[config.mk]
export PLATFORM = sky130hd
export DESIGN_NAME = coin_acceptor
export DESIGN_NICKNAME = d
export VERILOG_FILES = /design/src/rtl/coin_acceptor.sv
export SDC_FILE = /design/constraint.sdc
export NUM_CORES = 1
export LEC_CHECK = 0
export CAP_MARGIN = 30
export CORE_MARGIN = 2
export CORE_UTILIZATION = 34
export DETAILED_ROUTE_END_ITERATION = 16
export DONT_BUFFER_PORTS = 1
export PLACE_DENSITY = 0.59
export SLEW_MARGIN = 40
export SYNTH_ARGS = -nofsm -noshare
export SYNTH_HDL_FRONTEND = slang
export SYNTH_SLANG_ARGS = --single-unit
[constraint.sdc]
create_clock -name clk -period 4.5 [get_ports clk]
set_input_delay 1.125 -clock clk [delete_from_list [all_inputs] [get_ports clk]]
set_output_delay 1.125 -clock clk [all_outputs]
set_load 0.02 [all_outputs]
[src/rtl/coin_acceptor.sv]
// Coin acceptor front end: synchronizes and debounces two coin sensors,
// buffers accepted coins in a 4-entry FIFO and presents them one at a time
// to the vending machine, with an idle gap cycle between coins.

// Per-channel debouncer: a coin is accepted once the synchronized level
// has stayed high for DEBOUNCE cycles, and must stay low for DEBOUNCE
// cycles before the next insertion can be recognised.
module coin_debounce #(
   parameter int DEBOUNCE = 4
) (
   input  logic clk,
   input  logic rst,
   input  logic din,
   output logic accepted
);

   typedef enum logic [1:0] {
      LOW     = 2'd0,
      QUAL_HI = 2'd1,
      HIGH    = 2'd2,
      QUAL_LO = 2'd3
   } deb_state_t;

   localparam logic [3:0] DEB_LIMIT = 4'(DEBOUNCE);

   deb_state_t state, state_next;
   logic [3:0] cnt, cnt_next;
   logic [3:0] cnt_inc;

   assign cnt_inc = cnt + 4'd1;

   // State and counter registers, cleared by the synchronous reset
   always_ff @(posedge clk) begin
      if (!rst) begin
         state <= LOW;
         cnt   <= 4'd0;
      end else begin
         state <= state_next;
         cnt   <= cnt_next;
      end
   end

   // Next-state logic; the acceptance pulse fires on the transition into HIGH
   always_comb begin
      state_next = state;
      cnt_next   = cnt;
      accepted   = 1'b0;
      case (state)
         LOW: begin
            if (din) begin
               state_next = QUAL_HI;
               cnt_next   = 4'd1;
            end
         end
         QUAL_HI: begin
            if (!din) begin
               state_next = LOW;
               cnt_next   = 4'd0;
            end else if (cnt_inc == DEB_LIMIT) begin
               state_next = HIGH;
               cnt_next   = 4'd0;
               accepted   = 1'b1;
            end else begin
               cnt_next   = cnt_inc;
            end
         end
         HIGH: begin
            if (!din) begin
               state_next = QUAL_LO;
               cnt_next   = 4'd1;
            end
         end
         QUAL_LO: begin
            if (din) begin
               state_next = HIGH;
               cnt_next   = 4'd0;
            end else if (cnt_inc == DEB_LIMIT) begin
               state_next = LOW;
               cnt_next   = 4'd0;
            end else begin
               cnt_next   = cnt_inc;
            end
         end
         default: begin
            state_next = LOW;
            cnt_next   = 4'd0;
         end
      endcase
   end

endmodule

// Top level: two sensor channels feeding a small coin FIFO.
module coin_acceptor #(
   parameter int DEBOUNCE = 4,
   parameter int DEPTH    = 4
) (
   input  logic       clk,
   input  logic       rst,
   input  logic       coin5_raw,
   input  logic       coin10_raw,
   input  logic       hold,
   output logic [1:0] coin,
   output logic       reject,
   output logic [2:0] level,
   output logic       full
);

   localparam logic [2:0] FULL_LEVEL = 3'(DEPTH);

   logic [1:0] sync5, sync10;
   logic       acc5, acc10;
   logic       both, single;
   logic [1:0] code;
   logic       pop, push, reject_next;
   logic       gap;
   logic [1:0] wr_ptr, rd_ptr;
   logic [1:0] mem [DEPTH];

   // Two-flop synchronizers; the raw sensors go nowhere else
   always_ff @(posedge clk) begin
      if (!rst) begin
         sync5  <= 2'b00;
         sync10 <= 2'b00;
      end else begin
         sync5  <= {sync5[0], coin5_raw};
         sync10 <= {sync10[0], coin10_raw};
      end
   end

   coin_debounce #(.DEBOUNCE(DEBOUNCE)) u_deb5 (
      .clk      (clk),
      .rst      (rst),
      .din      (sync5[1]),
      .accepted (acc5)
   );

   coin_debounce #(.DEBOUNCE(DEBOUNCE)) u_deb10 (
      .clk      (clk),
      .rst      (rst),
      .din      (sync10[1]),
      .accepted (acc10)
   );

   assign full = (level == FULL_LEVEL);

   // Arbitration: simultaneous coins are ambiguous and go back to the user;
   // a full FIFO can still take a coin when an entry leaves in the same cycle
   always_comb begin
      both        = acc5 & acc10;
      single      = acc5 ^ acc10;
      code        = acc5 ? 2'b01 : 2'b10;
      pop         = (level != 3'd0) && !hold && !gap;
      push        = single && (!full || pop);
      reject_next = both || (single && full && !pop);
   end

   // FIFO storage; contents need no reset because level gates every read
   always_ff @(posedge clk) begin
      if (push) begin
         mem[wr_ptr] <= code;
      end
   end

   // FIFO pointers, occupancy, registered coin output and the gap cycle
   always_ff @(posedge clk) begin
      if (!rst) begin
         wr_ptr <= 2'd0;
         rd_ptr <= 2'd0;
         level  <= 3'd0;
         gap    <= 1'b0;
         coin   <= 2'b00;
         reject <= 1'b0;
      end else begin
         reject <= reject_next;
         gap    <= pop;
         coin   <= pop ? mem[rd_ptr] : 2'b00;
         if (push) begin
            wr_ptr <= wr_ptr + 2'd1;
         end
         if (pop) begin
            rd_ptr <= rd_ptr + 2'd1;
         end
         case ({push, pop})
            2'b10:   level <= level + 3'd1;
            2'b01:   level <= level - 3'd1;
            default: level <= level;
         endcase
      end
   end

endmodule

==> results.md <==
| Result | This run |
| --- | --- |
| Count of input and output buffers | 0 |
| Worst Path Buf+Inv | 1 |
| Worst Tran Pin Value | 0.522 ns |
| Slowest library cell on the worst path | fa_1 |
| Initial DRC count | 71 |
| Parity-gate share of the synthesized area counting xor and xnor cells | 4.24% |
| Final hold vios | 0 |
| Area share of the leading cell type in the synthesized netlist | 32.7% |
| Rel. slew slack | 65.1% |
| Max-capacitance violation count | 0 |
| Critical Path RT | 4.68 ns |
| Share of post-route cells with drive strength above 1 | 14.2% |
| Crit-path max cell delay | 0.43 ns |
| Maximum fanout along the worst path | 12 |
| Non-filler instance count after layout | 209 |
| Number of nets at the end of the flow | 167 |
| Synthesis warning total | 0 |
| Synthesized area | 0.00165 mm^2 |
| Area enclosed by the die boundary | 0.00544 mm^2 |
| Antenna violations before repair | 0 |
| Floorplan die height | 73.8 um |
| TritonCTS Buffers | 5 |
| Number of flops mapped to enable cells by yosys | 8 |
| Maximum buffer depth of the clock tree | 2 |
| FMAX | 310 MHz |
| Number of buffers added to fix hold violations after cts | 0 |
| Number of distinct library cells after synthesis | 43 |
| Number of top-level pins | 12 |
| Startpoint kind of the worst setup timing path | register |
| Mean Syn Cell Area | 10.8 um^2 |
| Critical path type | reg2reg |
| PnR Total Power | 547 uW |
| Global-route usage over all layers | 11.3% |
| Ordered list of cells on the worst path | ha_1 -> nand2b_4 -> or3b_4 -> or3b_4 -> inv_1 -> ha_1 -> nor2b_1 -> fa_1 -> o211ai_1 -> o41ai_1 -> o31a_1 |
| Effective utilization at floorplan | 35.3% |
| Post-synth ARST share | 0% |
| VDD IR-drop max | 89.9 uV |
| Antenna Nets Post-Route | 0 |
| Post-synthesis to final-layout area growth | 7.03% |
| Post-route clock period utilization | 71.6% |
| Routed wirelength normalized by instance count | 12.7 um |
| Detailed-router iteration count before antenna repair | 4 |
| CTS tree | yes |
| Worst Path Arrival | 3.40 ns |
| Antenna cell count | 0 |
| Count of state elements after synthesis | 35 |
| Count of standard-cell rows | 25 |
| Post-CTS sizing | 0 |
| CTS root buffer | clkbuf_8 |
| Pin count of the biggest net entering global routing | 32 |
| Commonest register cell after synthesis | dfxtp_1 |
| Multiplexer area fraction after synthesis | 3.93% |
| Residual overflow from global routing | 0 |
| Clk slew on worst S/H paths | 0.07 ns |
| Number of H-tree branching levels | 2 |
| Clock sink count | 35 |
| First-pass GRT wire length | 4.46 mm |
| Chip width | 73.8 um |
| Critical path endpoint category | register |
| Post-CTS setup buffer count | 0 |
| Post-synthesis sequential area ratio | 47.2% |
| DR vias | 1087 |
| Via density per instance | 5.20 |
| Global placer's final weighted congestion | 0.803 |
| Synthesized-area fraction occupied by ao, oa, aoi and oai cells | 12.9% |
| Dominant combinational cell family by area after synthesis | simple AND/OR/NAND/NOR gates |
| Clock tree skew after final layout | 0.00516 ns |
| Total leakage power | 0.724 nW |
| Synthesized instance count | 153 |
| CP delay by family, top | adder cells |
| Power Density | 309 mW/mm^2 |
| Adder-cell share of the synthesized area | 6.51% |
| Simple-gate share of the synthesized area | 22.4% |
| Post-route DRC | 0 |
| Synthesized netlist net count | 166 |
| Minimum period implied by the final worst setup slack | 3.22 ns |
| Routed Wire Length | 2.65 mm |
| Final Max Tran Viols | 0 |
| Final total negative setup slack | 0 ns |
| Leading area contributor after synthesis | dfxtp_1 |
| Worst hold path type | reg2reg |
| Area of the core | 0.00469 mm^2 |
| Setup repair after global routing missed its margin | false |
| Cell count after placement | 201 |
| Number of global-route vias before repair | 1003 |
| HPWL Detailed | 1.85 mm |
| Number of endpoints failing setup at the final stage | 0 |
| Synth top area cells | dfxtp_1 (33%), edfxtp_1 (15%), ha_1 (5.3%) |
| Status | finished, final reports clean |
| Clock insertion delay at the later pin of the skew report | 0.28 ns |
-- metrics by stage --
step | hold WS, ns | util (%) | area (um^2) | worst slack [ns]
detailed placement | 0.432 | 36.0 | 1690 | 1.29
global placement | 0.419 | 36.0 | 1690 | 1.40
CTS | 0.449 | 37.7 | 1770 | 1.27
global route | 0.461 | 37.7 | 1770 | 1.06
finish | 0.443 | 37.7 | 1770 | 1.28
floorplan | 0.412 | - | 1650 | 1.47
-- flip-flops by register name, indices dropped and copies added, names as in the netlist, named ones only --
name	flops
u_deb10.state	1
wr_ptr	2
mem	8
sync10	2
level	3
rd_ptr	2
reject	1
u_deb5.cnt	4
u_deb5.state	1
sync5	2
u_deb10.cnt	4
gap	1
coin	2
-- worst reg2reg max path, cell delays in order (launching register included) --
cell      delay (ns)
dfxtp_1         0.38
ha_1            0.24
nand2b_4        0.07
or3b_4          0.38
or3b_4          0.43
inv_1           0.13
ha_1            0.37
nor2b_1         0.11
fa_1            0.43
o211ai_1        0.19
o41ai_1         0.09
o31a_1          0.30
-- layout by cell type, fill, tap and decap left out, types with 4 or more instances in the layout --
master,n
and2_1,9
and2_2,4
and3_1,6
clkbuf_8,5
dfxtp_1,27
edfxtp_1,8
ha_1,7
inv_1,4
nand2_1,10
nand3_1,7
nor2_1,11
nor2b_1,4
xor2_1,7
-- cell type report --
cell class,count,area [um^2]
Fill cell,484,2920
Multi-Input combinational cell,108,827
Sequential cell,35,781
Clock buffer,6,72.6
Tap cell,54,67.6
Inverter,4,15.0
Clock inverter,2,7.51
-- cells in the mapped netlist, drive strengths merged, types with 2 or more instances --
master,count
ha,7
or3b,3
o21a,4
mux2i,2
dfxtp,27
xor2,7
and3,6
buf,3
o21ai,2
o211a,2
o41ai,2
nand2,10
a21boi,3
nor2,11
mux4,2
clkbuf,3
nor3,2
edfxtp,8
and2,13
o311a,2
nor2b,4
nor3b,3
inv,4
nand3,7
o31a,2
o211ai,2
-- where the power goes --
part	internal (mW)	leakage [nW]	switching (mW)
Clock	0.105	0.0403	0.107
Combinational	0.00521	0.410	0.00442
Sequential	0.323	0.273	0.00263
-- metal layers --
metal,wire (um),track usage [%]
met4,73,8.28
met2,1180,16.6
met5,0,0
met3,171,5.08
met1,1230,12.8
-- cell families after synthesis --
family,count (synthesis)
fa+ha+maj,8
mux,4
xor+xnor,8
compound gates,25
simple gates,63
flops,35
buf+inv,10
-- final timing paths --
check,from,end,slack [ns],depth (start not counted)
worst max-delay path,u_deb5.cnt[0],level[2],1.28,11
worst max register to register,u_deb5.cnt[0],level[2],1.28,11
worst min register to register,sync5[0],sync5[1],0.44,1
worst min-delay path,sync5[0],sync5[1],0.44,1
(Power assumes the default switching activity.)
